==> src/rtl/ma_pkg.sv <==
// Shared definitions for the FIFO read-side moving-average consumer:
// default widths and the FSM state encoding.
package ma_pkg;

   localparam int D_SIZE_DEF   = 8;
   localparam int WIN_LOG2_DEF = 2;

   localparam logic [1:0] ST_IDLE = 2'd0;
   localparam logic [1:0] ST_POP  = 2'd1;
   localparam logic [1:0] ST_CALC = 2'd2;
   localparam logic [1:0] ST_OUT  = 2'd3;

   typedef enum logic [1:0] {
      S_IDLE = ST_IDLE,
      S_POP  = ST_POP,
      S_CALC = ST_CALC,
      S_OUT  = ST_OUT
   } state_t;

endpackage

==> src/rtl/ma_tap_line.sv <==
// N-entry sample history for the moving average; tap[0] is the newest sample
// and o_oldest is the sample that leaves the window on the next shift.
module ma_tap_line
   import ma_pkg::*;
#(
   parameter int D_SIZE   = D_SIZE_DEF,
   parameter int WIN_LOG2 = WIN_LOG2_DEF
) (
   input  logic              i_clk,
   input  logic              i_rstn,
   input  logic              i_shift,
   input  logic              i_clear,
   input  logic [D_SIZE-1:0] i_data,
   output logic [D_SIZE-1:0] o_oldest
);

   localparam int N = 1 << WIN_LOG2;

   logic [D_SIZE-1:0] taps [N];

   // NOTE: the taps carry a reset because missing history must read as zero.
   always_ff @(posedge i_clk or negedge i_rstn) begin
      if (!i_rstn) begin
         for (int i = 0; i < N; i++) taps[i] <= '0;
      end else if (i_clear) begin
         for (int i = 0; i < N; i++) taps[i] <= '0;
      end else if (i_shift) begin
         taps[0] <= i_data;
         for (int i = 1; i < N; i++) taps[i] <= taps[i-1];
      end
   end

   assign o_oldest = taps[N-1];

endmodule

==> src/rtl/fifo_ma_reader.sv <==
// Pops samples from a fall-through FIFO, keeps a running N-point sum and
// presents the truncated average on a valid/ready output.
module fifo_ma_reader
   import ma_pkg::*;
#(
   parameter int D_SIZE   = D_SIZE_DEF,
   parameter int WIN_LOG2 = WIN_LOG2_DEF
) (
   input  logic              i_clk,
   input  logic              i_rstn,
   input  logic              i_empty,
   input  logic [D_SIZE-1:0] i_r_data,
   output logic              o_r_inc,
   input  logic              i_clear,
   output logic [D_SIZE-1:0] o_data,
   output logic              o_valid,
   input  logic              i_ready,
   output logic              o_primed
);

   localparam int SW = D_SIZE + WIN_LOG2;
   localparam logic [WIN_LOG2:0] FILL_FULL = (WIN_LOG2+1)'(1 << WIN_LOG2);

   state_t              state, state_nx;
   logic [D_SIZE-1:0]   sample;
   logic [D_SIZE-1:0]   oldest;
   logic [SW-1:0]       sum;
   logic [WIN_LOG2:0]   fill;
   logic                calc_en;

   always_ff @(posedge i_clk or negedge i_rstn) begin
      if (!i_rstn) state <= S_IDLE;
      else         state <= state_nx;
   end

   // NOTE: every output of this block is given a default first so no latch is inferred.
   always_comb begin
      state_nx = state;
      o_r_inc  = 1'b0;
      o_valid  = 1'b0;
      calc_en  = 1'b0;
      case (state)
         S_IDLE: if (!i_empty) state_nx = S_POP;
         S_POP: begin
            o_r_inc  = 1'b1;
            state_nx = S_CALC;
         end
         S_CALC: begin
            calc_en  = !i_clear;
            state_nx = S_OUT;
         end
         S_OUT: begin
            o_valid = 1'b1;
            if (i_ready) state_nx = i_empty ? S_IDLE : S_POP;
         end
         default: state_nx = S_IDLE;
      endcase
      // A flush overrides any transition; a pop already in flight still completes.
      if (i_clear) state_nx = S_IDLE;
   end

   always_ff @(posedge i_clk or negedge i_rstn) begin
      if (!i_rstn)              sample <= '0;
      else if (state == S_POP)  sample <= i_r_data;
   end

   // Sum holds exactly the last N samples, so SW bits never wrap even though
   // the intermediate add/subtract is done modulo 2^SW.
   always_ff @(posedge i_clk or negedge i_rstn) begin
      if (!i_rstn) begin
         sum  <= '0;
         fill <= '0;
      end else if (i_clear) begin
         sum  <= '0;
         fill <= '0;
      end else if (calc_en) begin
         sum  <= sum + SW'(sample) - SW'(oldest);
         if (fill != FILL_FULL) fill <= fill + 1'b1;
      end
   end

   ma_tap_line #(
      .D_SIZE   (D_SIZE),
      .WIN_LOG2 (WIN_LOG2)
   ) u_tap_line (
      .i_clk    (i_clk),
      .i_rstn   (i_rstn),
      .i_shift  (calc_en),
      .i_clear  (i_clear),
      .i_data   (sample),
      .o_oldest (oldest)
   );

   assign o_data   = sum[SW-1:WIN_LOG2];
   assign o_primed = (fill == FILL_FULL);

endmodule

==> config.mk <==
export PLATFORM = sky130hd
export DESIGN_NAME = fifo_ma_reader
export DESIGN_NICKNAME = d
export VERILOG_FILES = /design/src/rtl/ma_pkg.sv /design/src/rtl/ma_tap_line.sv /design/src/rtl/fifo_ma_reader.sv
export SDC_FILE = /design/constraint.sdc
export NUM_CORES = 1
export LEC_CHECK = 0
export CORE_UTILIZATION = 40
export DETAILED_ROUTE_END_ITERATION = 7
export HOLD_SLACK_MARGIN = 0.15
export PLACE_DENSITY = 0.65
export SETUP_SLACK_MARGIN = 0.5
export SYNTH_ARGS = -nofsm -noshare
export SYNTH_HDL_FRONTEND = slang
export SYNTH_SLANG_ARGS = --single-unit
==> constraint.sdc <==
create_clock -name i_clk -period 3.2 [get_ports i_clk]
set_input_delay 0.64 -clock i_clk [delete_from_list [all_inputs] [get_ports i_clk]]
set_output_delay 0.64 -clock i_clk [all_outputs]
set_load 0.05 [all_outputs]
; ---- Word-level counts from Yosys, hierarchy flattened
; Index checks and enable logic that the tools add are counted.
[op_classes]
addsub = 3
n_eq_ne = 7
n_mux = 15
n_reduce_logical = 6
[ops]
columns = cell, n
row1 = 32-bit two-way mux, 2
row2 = 10-bit two-way mux, 2
row3 = 10-bit by 8-bit adder with 10-bit output, 1
row4 = 10-bit by 8-bit subtractor with 10-bit output, 1
row5 = 3-bit two-way mux, 3
row6 = "3-bit inequality test, second input constant", 3
row7 = 2-bit case mux with 4 select lines, 1
row8 = 2-bit two-way mux, 3
row9 = "2-bit equality test, second input constant", 2
row10 = 1-bit two-way mux, 4
row11 = 2-bit AND reduction, 2
row12 = 2-bit nonzero test, 2
row13 = "3-bit by 1-bit adder with 3-bit output, second input constant", 1
row14 = "3-bit equality test, second input constant", 1
row15 = "2-bit by 1-bit equality test with 1-bit output, second input constant", 1
row16 = 2-bit zero test, 1
row17 = 1-bit zero test, 1
[totals]
reg_bits = 55
output_inout_bits = 11
elab_cells = 39

; ---- Logic depth before layout (Yosys ltp)
; Gate-level depths: netlist (run 1).
[depth]
word_depth = 4
depth_mapped = 10

; ---- By module
; A second synthesis (run 1) with hierarchy kept.
[unflattened]
hier_cells = 318
area_unflattened_um2 = 3191.8
[by_module_without_submodules]
columns = mod, instances, cells_each, area_each_um2
row1 = fifo_ma_reader, 1, 207, 1808.0
row2 = ma_tap_line, 1, 111, 1383.8

; ---- Worst setup path before layout (run 1)
; OpenSTA, ideal clock, no wires.
[synth_path]
path_kind = register to register
from = reg sample[1]
to = reg sum[8]
t_arrival_ns = 2.521
t_required_ns = 3.131
setup_slack_ns = 0.610
path_stages_with_launch = 10
path_buffers = 0
synth_period_minus_slack_ns = 2.590
path_cell_list = dfrtp_1 > inv_1 > fa_1 > inv_1 > fa_1 > a21oi_2 > o21ai_1 > or4_4 > a2111o_1 > nand3_1
[synth_via]
elab_chain_len = 4
[synth_lines]
columns = element, line
row1 = start: declaration, fifo_ma_reader.sv:25  ; logic [D_SIZE-1:0] sample;
row2 = start signal: assignment, fifo_ma_reader.sv:64  ; else if (state == S_POP) sample <= i_r_data;
row3 = 10-bit by 8-bit adder with 10-bit output, fifo_ma_reader.sv:77  ; sum <= sum + SW'(sample) - SW'(oldest);
row4 = 10-bit by 8-bit subtractor with 10-bit output, fifo_ma_reader.sv:77
row5 = 10-bit two-way mux, fifo_ma_reader.sv:76  ; end else if (calc_en) begin
row6 = 10-bit two-way mux, fifo_ma_reader.sv:73  ; end else if (i_clear) begin
row7 = end signal: assignment, fifo_ma_reader.sv:77
row8 = end: declaration, fifo_ma_reader.sv:27  ; logic [SW-1:0] sum;
; No other way between the ends. The select of a mux whose other input is x is not followed.
; A chain may end at the register's enable or synchronous reset.

; ---- Worst setup path after layout (run 1)
; Same ends and word-level chain as after synthesis.

==> results.md, run 1 <==
- Status: completed
- Setup TNS: 0 ns
- Chip width: 89.60 µm
- Pre-CTS setup slack: approximately 0.5 ns
- FP Rows: 31
- Fin. max-slew vios: 0
- CTS tree: yes
- Skew-Pair Late Insertion Delay: 0.32 ns
- Initial antenna violation count: 0
- Largest stage delay, worst path: ~0.53 ns
- Initial DRC Count: 64
- Port Buf Inserts: 23
- Wire per inst: 13.04 µm
- Initial Util: between 40% and 50%
- Final hold violation count: 0
- Reg clk slew, reported paths: 0.10 ns
- Via density: around 5.0
- Largest net degree at the start of global routing: 29
- Vias in the first global route: between 2000 and 2500
- Vias: 2142
- Critical path fanouts, max: 3
- Die Ht: about 90 µm
- Core ar.: between 0.007 and 0.008 mm²
- M1 WL: roughly 2700 µm
- Final core occ: between 40% and 50%
- Routability cong.: approximately 0.8
- Post-synth EDFFs: 0
- Synth-to-layout area growth: 12.88%
- Die area: 0.008027 mm²
- Achievable frequency: 0.3849 GHz
- DRT Wirelength: around 5500 µm
- Seq/Total Area, Yosys: between 40% and 50%
- Fillcell total: ~690
- Worst setup EP type: flop
- Reg area: approximately 0.0014 mm²
- Kind of critical path: reg2reg
- Initial DRT Pass Iterations: 4
- TritonCTS Buffers: 5
- Root buf cell: clkbuf_8
- Met2 WL: 2560 µm
- Post-route setup slack: roughly 0.60 ns
- Slowest CP cell: fa_1
- #FFs+latches synth: 55
- Buffers & Inverters on Critical Path: 2
- Avg Inst Size Synth: around 9.9 µm²
- Commonest non-fill, non-tap cells in the layout: dfrtp_1 (55), nor2_1 (47), inv_1 (41)
- Predominant post-synthesis flop cell: dfrtp_1
- Worst-case clock buffer depth: 2
- Max-Slew Margin vs Limit: 55.46%
- Maximum vdd drop: between 0.4 and 0.5 mV
- # diodes: 0
- Worst slew pin tran: 0.6681 ns
- Required @ worst endpoint: between 3 and 4 ns
- FF-to-FF path depth: 9
- RSZ-0062 raised after global routing: no
- Nets@finish: about 360
- Worst Path Arrival: roughly 2.9 ns
- Dpl cells: roughly 420
- Clock sink count: 55
- LEAKAGE: between 0.0015 and 0.002 µW
- Crit start category: flop
- Worst r2r dst: sum[8]
- Post-Syn Area: just over 0.003 mm²
- Power Density: roughly 1000 mW/mm²
- Fin cells: around 430
- Top Ports: 24
- Min cycle time layout: roughly 2.6 ns
- Commonest non-fill, non-tap cell in the layout: dfrtp_1
- Final setup fails: 0
- Total power: approximately 3400 µW
- Share of cells above drive strength 1: under 10%
- Crit path top cell by count: inv_1
- Crit-path leading delay family: adder cells
- DRC viols: 0
- Max-cap violations: 0
- Post-Route Skew: around 0.011 ns
- DR top layer: met4
- Post-CTS Setup Bufs: 0
- HP Class: in2async
- Crit share post-route: between 80 and 90%
- Post-DP HPWL: 3989 µm
- Tot GR Track Use: 15.30%
- Post-synthesis cell type count: 43
- Final ANT Viol Nets: 0
- Remaining Overflow, GRT: 0
- Yosys Warn Count: 0
- Ordered cell list for the critical path: inv_1 -> fa_1 -> inv_1 -> fa_2 -> a21oi_2 -> o21ai_1 -> or4_4 -> a2111o_1 -> nand3_1
- Syn Inst Count: between 300 and 400
- Worst R2R Setup Slack: about 0.60 ns
- Reg2reg start: sample[1]
- Net Count, Synth: approximately 350
- Area of the multi-input gates: 0.001438 mm²
- Async set-reset flop share out of synthesis: between 90% and 100%
- Global-route wire length before repair: between 9000 and 10000 µm
- Met3 routed WL: ~180 µm
- H-Tree Level Count: 2
-- worst register-to-register path: stages (launching register included) --
cell	delay, ns
dfrtp_1	0.35
inv_1	0.07
fa_1	0.53
inv_1	0.07
fa_2	0.40
a21oi_2	0.17
o21ai_1	0.10
or4_4	0.42
a2111o_1	0.37
nand3_1	0.07
-- worst max-delay path by stage --
| stage | startpoint | slack [ns] | depth (start not counted) | end |
|---|---|---|---|---|
| CTS | state[1] | 0.56 | 3 | o_r_inc |
| floorplan | sample[1] | 0.61 | 9 | sum[8] |
| detailed placement | sample[1] | 0.50 | 9 | sum[8] |
| global placement | sample[1] | 0.54 | 9 | sum[8] |
| finish | sample[1] | 0.60 | 9 | sum[8] |
| global route | sample[1] | 0.51 | 9 | sum[8] |
-- Yosys cell counts (4+ instances only) --
cell type  count  area, µm²
clkbuf_1       5      18.77
nand2_1       14      52.55
nand3_1        6      30.03
o21ai_0       11      55.05
fa_1           8      160.2
dfrtp_1       55       1376
mux2i_1       35      350.3
nor2_1        47      176.4
buf_4          8      60.06
buf_2          4      20.02
a21oi_1       13      65.06
inv_1         41      153.9
ha_1          16      200.2
a211oi_1       5      37.54
nor3_1         5      25.02
-- cell families after synthesis --
logic type               Yosys count  synth area share (%)
flip-flops                        55                 44.84
AND/OR/NAND/NOR                   85                 12.39
AO/OA/AOI/OAI                     46                 9.703
buffers and inverters             61                 8.602
adder cells (fa/ha/maj)           24                 11.74
XOR/XNOR                           2                0.5708
multiplexers                      37                 12.15
-- registers in the layout, summed over array words and instances (netlist names) --
register             flops
state                    2
sum                     10
u_tap_line.o_oldest      8
fill                     3
u_tap_line.taps         24
sample                   8
-- metrics by stage --
step | cell area [µm²] | hold WS [ns]
floorplan | 3069 | 0.3444
finish | 3465 | 0.3542
global placement | 3356 | 0.4978
detailed placement | 3356 | 0.5101
global route | 3465 | 0.3950
CTS | 3458 | 0.3661
-- final cells by class --
cell class,count,area share (%)
Multi-Input combinational cell,194,41.50
Timing Repair Buffer,28,7.873
Inverter,41,4.442
Sequential cell,55,39.73
Tap cell,99,3.575
Clock buffer,8,2.889
-- repair_timing --
action / in CTS / in global routing
setup endpoints to repair: 1 / 3
resized for setup: 1 / 2
hold buffers: 0 / 0
pin swaps: 0 / 1
-- layer usage --
| layer | track usage, % | vias to the layer above |
|---|---|---|
| met2 | 24.66 | 25 |
| met1 | 20.13 | 1055 |
| met4 | 5.916 | 0 |
| met5 | 0 | - |
| met3 | 3.473 | 10 |
| li1 | - | 1052 |
-- where the power goes --
group	leakage, µW	switching [µW]	internal (µW)
clock network	0.0000515	223	198
registers	0.000749	99.4	833
logic	0.000761	1240	821
total	0.00156	1560	1850
No activity file was read; power rests on OpenSTA's default activity.
==> inputs of run 2 (changes only) <==
clock period = 2.4 ns   (was 3.2 ns; I/O delays follow)
==> run 2 against run 1 <==
Compared with the run above: worst hold slack lost 0.18 ns; count of clock-buffer cells in the layout stayed put; total power increased by 59%; sequential share of layout area down 3.0 points; fmax up 3.9%; cell count increased by 4.7%; first-iteration DRC count is 92% higher; largest cell class unchanged; flip-flop and latch count did not move; the flow now finishes with violations (setup timing); clock power up 31%; largest power group unchanged; wire length up 8.5%; clock skew about the same.
==> results.md, run 2 (synthesized netlist as in run 1, its figures left out) <==
- Status: finished, violations left
- Violated checks: setup timing
- Post-DP HPWL: 4199 µm (+5.2%)
- Die area: 0.008027 mm² (unchanged)
- Area post-placement: 0.003495 mm² (+4.1%)
- Final ANT Viol Nets: 0 (unchanged)
- Pre-CTS setup slack: -0.1073 ns (-0.6044 ns)
- Reg clk slew, reported paths: 0.10 ns (about the same)
- Fillcell total: 697 (+1.2%)
- HP Class: in2async
- TritonCTS Buffers: 5 (unchanged)
- Initial DRC Count: 123 (+92%)
- Via density: 4.966 (-1.5%)
- Synth-to-layout area growth: 22.14%
- Maximum vdd drop: 0.5285 mV (+15%)
- Post-route setup slack: -0.09953 ns (-0.7015 ns)
- Power Density: 1444 mW/mm² (+47%)
- Initial antenna violation count: 0 (unchanged)
- Critical path fanouts, max: 2 (-1)
- Die Ht: 89.60 µm (unchanged)
- FF-to-FF path depth: 9 (unchanged)
- Final setup fails: 2 (+2)
- Wire per inst: 13.51 µm (+3.6%)
- Worst-case clock buffer depth: 2 (unchanged)
- Achievable frequency: 0.4001 GHz (+3.9%)
- Commonest non-fill, non-tap cell in the layout: dfrtp_1
- Chip width: 89.60 µm (unchanged)
- Port Buf Inserts: 23 (unchanged)
- Crit start category: flop
- Largest net degree at the start of global routing: 31 (+6.9%)
- Nets@finish: 382 (+5.5%)
- Final instance area: 0.003749 mm² (+8.2%)
- Vias in the first global route: 2138 (+3.5%)
- Top reg by flops: u_tap_line.taps
- Commonest non-fill, non-tap cells in the layout: dfrtp_1 (55), nor2_1 (46), inv_1 (36)
- Crit share post-route: 104.1% (+23 points)
- Vias: 2210 (+3.2%)
- Min cycle time layout: 2.500 ns (-0.09853 ns)
- Worst setup EP type: flop
- # diodes: 0 (unchanged)
- Max FFs per register: 24 (unchanged)
- Top Ports: 24 (unchanged)
- Global-route wire length before repair: 9791 µm (+5.3%)
- H-Tree Level Count: 2 (unchanged)
- FP Rows: 31 (unchanged)
- Share of cells above drive strength 1: 19.65% (+13 points)
- CTS tree: yes
- Max-Slew Margin vs Limit: 58.13% (+2.7 points)
- LEAKAGE: 0.001717 µW (+9.9%)
- RSZ-0062 raised after global routing: yes
- Final core occ: 51.14% (+3.9 points)
- Final hold violation count: 0 (unchanged)
- Kind of critical path: reg2reg
- Fin. max-slew vios: 0 (unchanged)
- Largest regs: u_tap_line.taps: 24 flops, sum: 10 flops
- Required @ worst endpoint: 2.66 ns (-0.80 ns)
- DRC viols: 0 (unchanged)
- DRT Wirelength: 6013 µm (+8.5%)
- Initial Util: 41.87% (unchanged)
- Clock sink count: 55 (unchanged)
- Max-cap violations: 0 (unchanged)
- Tot GR Track Use: 16.07% (+0.76 points)
- Worst slew pin tran: 0.6280 ns (-0.04007 ns)
- Root buf cell: clkbuf_8
- Remaining Overflow, GRT: 0 (unchanged)
- Skew-Pair Late Insertion Delay: 0.31 ns (about the same)
- Post-Route Skew: 0.01027 ns (-0.0002837 ns)
- Core ar.: 0.007331 mm² (unchanged)
- Setup TNS: -0.1453 ns (-0.1453 ns)
- Initial DRT Pass Iterations: 4 (unchanged)
- Worst Path Arrival: 2.75 ns (-0.11 ns)
- Routability cong.: 0.8338 (+3.9%)
==> run 2: cell count changes in the layout (fill, tap and decap cells not counted), sizes merged <==
cell           before  now
buf                 7   28
clkdlybuf4s18       0    1
clkdlybuf4s50      20   11
dlygate4sd2         0    8
dlymetal6s2s        1    0
==> run 2: what timing repair did <==
item	in CTS	in global routing
setup endpoints to repair	18	10
pin swaps	17	8
setup buffers	5	2
hold buffers	0	0
gates resized for setup	29	10
==> run 2: where the power goes <==
group	switching [µW]	internal [µW]
registers	133	1110
clock network	289	264
logic	1980	1630
total	2410	3010
==> run 2: worst paths after layout <==
kind                            slack, ns                start                     end
worst max-delay path                 -0.1               sum[1]                  sum[8]
worst min-delay path                 0.18               i_rstn               sample[6]
worst max register to register       -0.1               sum[1]                  sum[8]
worst min register to register       0.51  u_tap_line.taps[29]     u_tap_line.taps[21]
max in group asynchronous            1.65               i_rstn  u_tap_line.o_oldest[1]
min in group i_clk                   0.51  u_tap_line.taps[29]     u_tap_line.taps[21]
==> run 2: per-layer routing <==
metal	wire length [µm]	track usage (%)
met1	2713	20.23
met2	3063	27.62
met3	182	3.473
met4	53	5.051
met5	0	0
==> run 2: cell type report <==
cell class | count | area [µm²] | share of cell area (%)
inverters | 41 | 153.9 | 4.105
flip-flops and latches | 55 | 1376 | 36.72
well taps | 99 | 123.9 | 3.304
clock buffers | 8 | 100.1 | 2.670
multi-input cells | 194 | 1556 | 41.52
repair buffers | 48 | 437.9 | 11.68
==> run 2: worst max-delay path, cell delays in order, from the launching register on <==
cell and delay [ns]:
dfrtp_1 0.37, inv_2 0.04, fa_1 0.54, inv_2 0.05, fa_2 0.37, a21oi_4 0.16
o21ai_2 0.07, or4_4 0.42, a2111o_1 0.37, nand3_1 0.07
==> run 2: per-stage QoR <==
stage	power, µW	cells	hold slack [ns]
6_report	5414	445	0.1767
3_3_place_gp	4276	430	0.4961
2_1_floorplan	3549	310	0.1844
5_1_grt	5871	445	0.2358
4_1_cts	5195	443	0.2084
3_5_place_dp	4321	430	0.5083
==> patch 1, RTL diff (settings of run 1) <==
Reset style: synchronous (`i_rstn`), changed in 4 clocked blocks.
--- a/src/rtl/ma_tap_line.sv
+++ b/src/rtl/ma_tap_line.sv
@@ -20,5 +20,5 @@
 
    // NOTE: the taps carry a reset because missing history must read as zero.
-   always_ff @(posedge i_clk or negedge i_rstn) begin
+   always_ff @(posedge i_clk) begin
       if (!i_rstn) begin
          for (int i = 0; i < N; i++) taps[i] <= '0;
--- a/src/rtl/fifo_ma_reader.sv
+++ b/src/rtl/fifo_ma_reader.sv
@@ -29,5 +29,5 @@
    logic                calc_en;
 
-   always_ff @(posedge i_clk or negedge i_rstn) begin
+   always_ff @(posedge i_clk) begin
       if (!i_rstn) state <= S_IDLE;
       else         state <= state_nx;
@@ -60,5 +60,5 @@
    end
 
-   always_ff @(posedge i_clk or negedge i_rstn) begin
+   always_ff @(posedge i_clk) begin
       if (!i_rstn)              sample <= '0;
       else if (state == S_POP)  sample <= i_r_data;
@@ -67,5 +67,5 @@
    // Sum holds exactly the last N samples, so SW bits never wrap even though
    // the intermediate add/subtract is done modulo 2^SW.
-   always_ff @(posedge i_clk or negedge i_rstn) begin
+   always_ff @(posedge i_clk) begin
       if (!i_rstn) begin
          sum  <= '0;
Function: differs if i_rstn is asserted again (counterexample within 4 cycles, from zero or initial values and one cycle with i_rstn low); with i_rstn held inactive, the same outputs for 10 cycles.
==> patch 1 against run 1 <==
Worst setup slack gained 0.012 ns; wire length shrank 7.0%; hold slack gained 0.15 ns; synthesized area shrank 3.5%; global-route usage shrank 0.50 points; via count shrank 7.3%; maximum frequency grew 0.48%; design area shrank 4.3%; sequential cell count is the same; register-to-register slack gained 0.098 ns; sequential share of layout area grew 0.74 points; critical path type is now flop to primary output; critical endpoint is now o_r_inc.
Power is not compared: it rests on default switching activity, and its combinational part moved more than twofold at a synthesized area within 25%.
==> patch 1: results (changes against run 1) <==
- Reg2reg end: sum[8]$_SDFFE_PP0P_
- Max-slew headroom: 56.5% (+1.0 points)
- Top flop regs: u_tap_line.taps (32), sum (10), sample (8)
- DP Wirelength: 3.69 mm (-7.6%)
- CP endpoint: o_r_inc
- Synth-to-layout area growth: 11.9%
- Final instance area: 3310 µm² (-4.3%)
- Metal-1 WL: 2.62 mm (-3.1%)
- Metal2 WL: 2.33 mm (-8.8%)
- Nets: 341 (-5.8%)
- FILL cells: 708 (+2.8%)
- Prevailing post-synth register cell: dfxtp_1
- Post-synth EDFFs: 24 (+24)
- Placed cell area: 3220 µm² (-4.0%)
- RR Startpoint: sample[1]$_SDFFE_PN0P_
- Critical Path Source: state[1]$_SDFFE_PP0P_
- Sequential area share after synthesis: 45.3% (+0.45 points)
- Crit path DAT: 1.95 ns (-0.91 ns)
- First DRT Iteration DRCs: 80 (+25%)
- Wire per inst: 12.8 µm (-1.9%)
- Met3 wire length: 147 µm (-19%)
- Ys async rst share: 0% (-100 points)
- R2R depth: 8 (-1)
- Outcome: finished, final reports clean
- Clock Skews: 0.00711 ns (-0.00344 ns)
- All-layer global routing usage: 14.8% (-0.50 points)
- Syn Nets: 329 (-5.2%)
- Dominant cells by area after synthesis: edfxtp_1, dfxtp_1, ha_1
- Layout cell share with drive strength beyond 1: 6.91% (-0.15 points)
- Syn avg cell area: 10.2 µm² (+2.8%)
- HP Class: flop to flop
==> patch 1: cell count changes after synthesis, moves of 17 or more <==
cell,before,now
and3_1,0,18
edfxtp_1,0,24
nor2_1,47,21
dfrtp_1,55,0
dfxtp_1,0,31
mux2i_1,35,18
==> patch 1: area by class of cell <==
cell class | instances | area, µm² | area share (%)
clock inverters | 2 | 16.3 | 0.491
well taps | 99 | 124 | 3.74
clock buffers | 6 | 72.6 | 2.19
repair buffers | 28 | 268 | 8.08
flip-flops and latches | 55 | 1340 | 40.5
multi-input cells | 170 | 1330 | 40.2
inverters | 43 | 161 | 4.87
==> patch 1: worst min path at each step <==
stage	end	slack (ns)	cells past startpoint
final	sum[1]$_SDFFE_PP0P_	0.50	2
after CTS	sum[1]$_SDFFE_PP0P_	0.50	2
after global placement	u_tap_line.taps[2][4]$_SDFFE_PP0P_	0.46	2
after global routing	sum[1]$_SDFFE_PP0P_	0.51	2
after floorplan	u_tap_line.taps[2][0]$_SDFFE_PP0P_	0.45	2
after detailed placement	u_tap_line.taps[2][3]$_SDFFE_PP0P_	0.48	2
==> patch 1: worst max-delay path, stage by stage, from the launching register on <==
cell             delay, ns
dfxtp_1               0.36
inv_1                 0.11
ha_1                  0.15
buf_4                 0.19
clkdlybuf4s50_1       0.83
==> patch 1: per-stage QoR <==
stage / hold WS [ns] / util [%] / setup slack, ns
6_report: 0.500 / 45.9 / 0.614
5_1_grt: 0.515 / 45.9 / 0.513
4_1_cts: 0.497 / 45.9 / 0.597
3_5_place_dp: 0.477 / 44.7 / 0.710
3_3_place_gp: 0.463 / 44.7 / 0.718
2_1_floorplan: 0.452 / - / 0.870
==> patch 1: cells by family (layout without fill, tap and decap cells) <==
kind of cell             count (synthesis)  after routing  share of synthesized area [%]
AO/OA/AOI/OAI                           38             38                           9.42
XOR/XNOR                                 1              1                          0.296
adder cells (fa/ha/maj)                 25             25                           12.6
buffers and inverters                   66             79                           9.89
flip-flops                              55             55                           45.3
multiplexers                            20             20                           6.84
AND/OR/NAND/NOR                         86             86                           15.7
==> patch 1: what timing repair did <==
item,4_1_cts,5_1_grt
resized for setup,0,1
endpoints found under the hold margin,0,0
endpoints found under the setup margin,0,1
==> patch 1: power breakdown <==
part / switching, µW / total [µW] / internal (µW) / leakage (µW)
Combinational: 118 / 203 / 85.4 / 0.000755
Sequential: 9.03 / 760 / 751 / 0.000518
Clock: 231 / 389 / 158 / 0.0000418
==> patch 1: layer usage <==
| layer | vias to the layer above | global-route usage [%] |
|---|---|---|
| met5 | - | 0 |
| met2 | 26 | 23.8 |
| met1 | 943 | 20.2 |
| met4 | 0 | 3.52 |
| met3 | 5 | 3.68 |
| li1 | 1012 | - |
==> patch 2, RTL diff (settings of run 1) <==
Without the edit above. `D_SIZE_DEF`: 8 -> 16.
--- a/src/rtl/ma_pkg.sv
+++ b/src/rtl/ma_pkg.sv
@@ -3,5 +3,5 @@
 package ma_pkg;
 
-   localparam int D_SIZE_DEF   = 8;
+   localparam int D_SIZE_DEF   = 16;
    localparam int WIN_LOG2_DEF = 2;
 
Interface: changed (resized i_r_data and o_data); port bits go from 24 to 40. No check against the original RTL was run, so the function may have changed too.
==> patch 2 against run 1 <==
Sequential cell count rose by 48; design area rose by 95%; wire length rose by 100%; worst setup slack got worse by 0.13 ns; critical path depth did not move; non-clock buffer count rose by 28; synthesized area rose by 86%; critical endpoint is now sum[15]$_DFFE_PN0P_; largest cell class unchanged; highest routed layer unchanged.
Power is not shown: default switching activity piles up to over one toggle a cycle in this logic, so the estimate is an artifact.
==> patch 2: results (changes against run 1) <==
- Clk slew on worst S/H paths: 0.07 ns (-0.03 ns)
- Worst Max-Slew Pin Slew: 0.982 ns (+0.314 ns)
- Skew-Pair Late Insertion Delay: 0.35 ns (+0.03 ns)
- All-layer global routing usage: 16.1% (+0.84 points)
- Reg2reg setup slack: 0.47 ns (-0.13 ns)
- Top flop regs: u_tap_line.taps (48), sum (18)
- Top cells by count, synth: dfrtp_1, nor2_1, inv_1, mux2i_1, ha_1
- Port Buffers: 39 (+70%)
- Ys async rst share: 100% (unchanged)
- Syn Nets: 620 (+79%)
- RR Startpoint: sum[2]$_DFFE_PN0P_
- Drt total wl: 11.2 mm (+100%)
- Place WS: 0.323 ns (-0.174 ns)
- Dominant cells by area after synthesis: dfrtp_1, mux2i_1, fa_1
- TritonCTS Buffers: 9 (+4)
- Library cells used by synthesis: 63 (+47%)
- DP Wirelength: 7.38 mm (+85%)
- First DRT Iteration DRCs: 198 (+210%)
- R2R depth: 9 (unchanged)
- First-pass GRT wire length: 18.7 mm (+100%)
- Vias in the first global route: 3872 (+88%)
- Nets: 646 (+78%)
- Layout cell share with drive strength beyond 1: 12.5% (+5.5 points)
- Sequential area share after synthesis: 45.1% (+0.28 points)
- Clock Skews: 0.00930 ns (-0.00126 ns)
- Post-DR vias/cell: 5.09 (+1.0%)
- Htree depth: 3 (+1)
- CP endpoint: sum[15]$_DFFE_PN0P_
- Min Tclk post-route: 2.73 ns (+0.128 ns)
- Outcome: finished, final reports clean
- Critical path's top delay family: compound AO/OA/AOI/OAI gates
- # diodes: 0 (unchanged)
- Critical path fanouts, max: 6 (+3)
- Clock Tree Root: clkbuf_16
- RePlAce Congestion: 0.780 (-2.8%)
- YS warnings: 0 (unchanged)
- Pin count of the biggest net entering global routing: 91 (+210%)
- Crit path DAT: 2.95 ns (+0.09 ns)
## patch 2: changes by cell type in the layout (fill, tap and decap cells not counted), sizes merged, moves of 10 or more
cell                  run 1  this run
nor2                     47        81
o21ai                    12        22
buf                       7        20
inv                      41        72
mux2i                    35        69
clkdlybuf4s50            20        36
dfrtp                    55       103
## patch 2: logic make-up (layout without fill, tap and decap cells)
logic type | count (synthesis) | count (layout) | share of synthesized area, %
multiplexers | 70 | 70 | 12.3
AO/OA/AOI/OAI | 82 | 82 | 9.95
AND/OR/NAND/NOR | 145 | 145 | 12.2
adder cells (fa/ha/maj) | 40 | 40 | 10.9
flip-flops | 103 | 103 | 45.1
XOR/XNOR | 7 | 7 | 1.07
buffers and inverters | 112 | 143 | 8.54
## patch 2: what timing repair did
action,4_1_cts,5_1_grt
pin swaps,12,12
endpoints found under the setup margin,9,10
setup buffers,8,4
hold buffers,0,0
gates resized for setup,14,20
## patch 2: layer usage
| layer | track usage [%] | wire length (µm) |
|---|---|---|
| met5 | 0 | 0 |
| met4 | 7.25 | 191 |
| met3 | 2.68 | 324 |
| met2 | 24.4 | 5070 |
| met1 | 22.6 | 5650 |
## patch 2: through the flow
step,utilization [%],hold WS [ns],instance area (µm²),std cells
after floorplan,-,0.344,5720,559
after global placement,44.5,0.497,6180,742
after detailed placement,44.5,0.509,6180,742
after CTS,47.8,0.311,6630,766
after global routing,48.6,0.328,6750,770
final,48.6,0.295,6750,770
## patch 2: layout make-up
| cell class | instances | area, µm² |
|---|---|---|
| clock buffers | 9 | 225 |
| clock inverters | 7 | 81.3 |
| fillers | 1241 | 7130 |
| inverters | 71 | 267 |
| multi-input cells | 344 | 2840 |
| flip-flops and latches | 103 | 2580 |
| well taps | 180 | 225 |
| repair buffers | 56 | 533 |
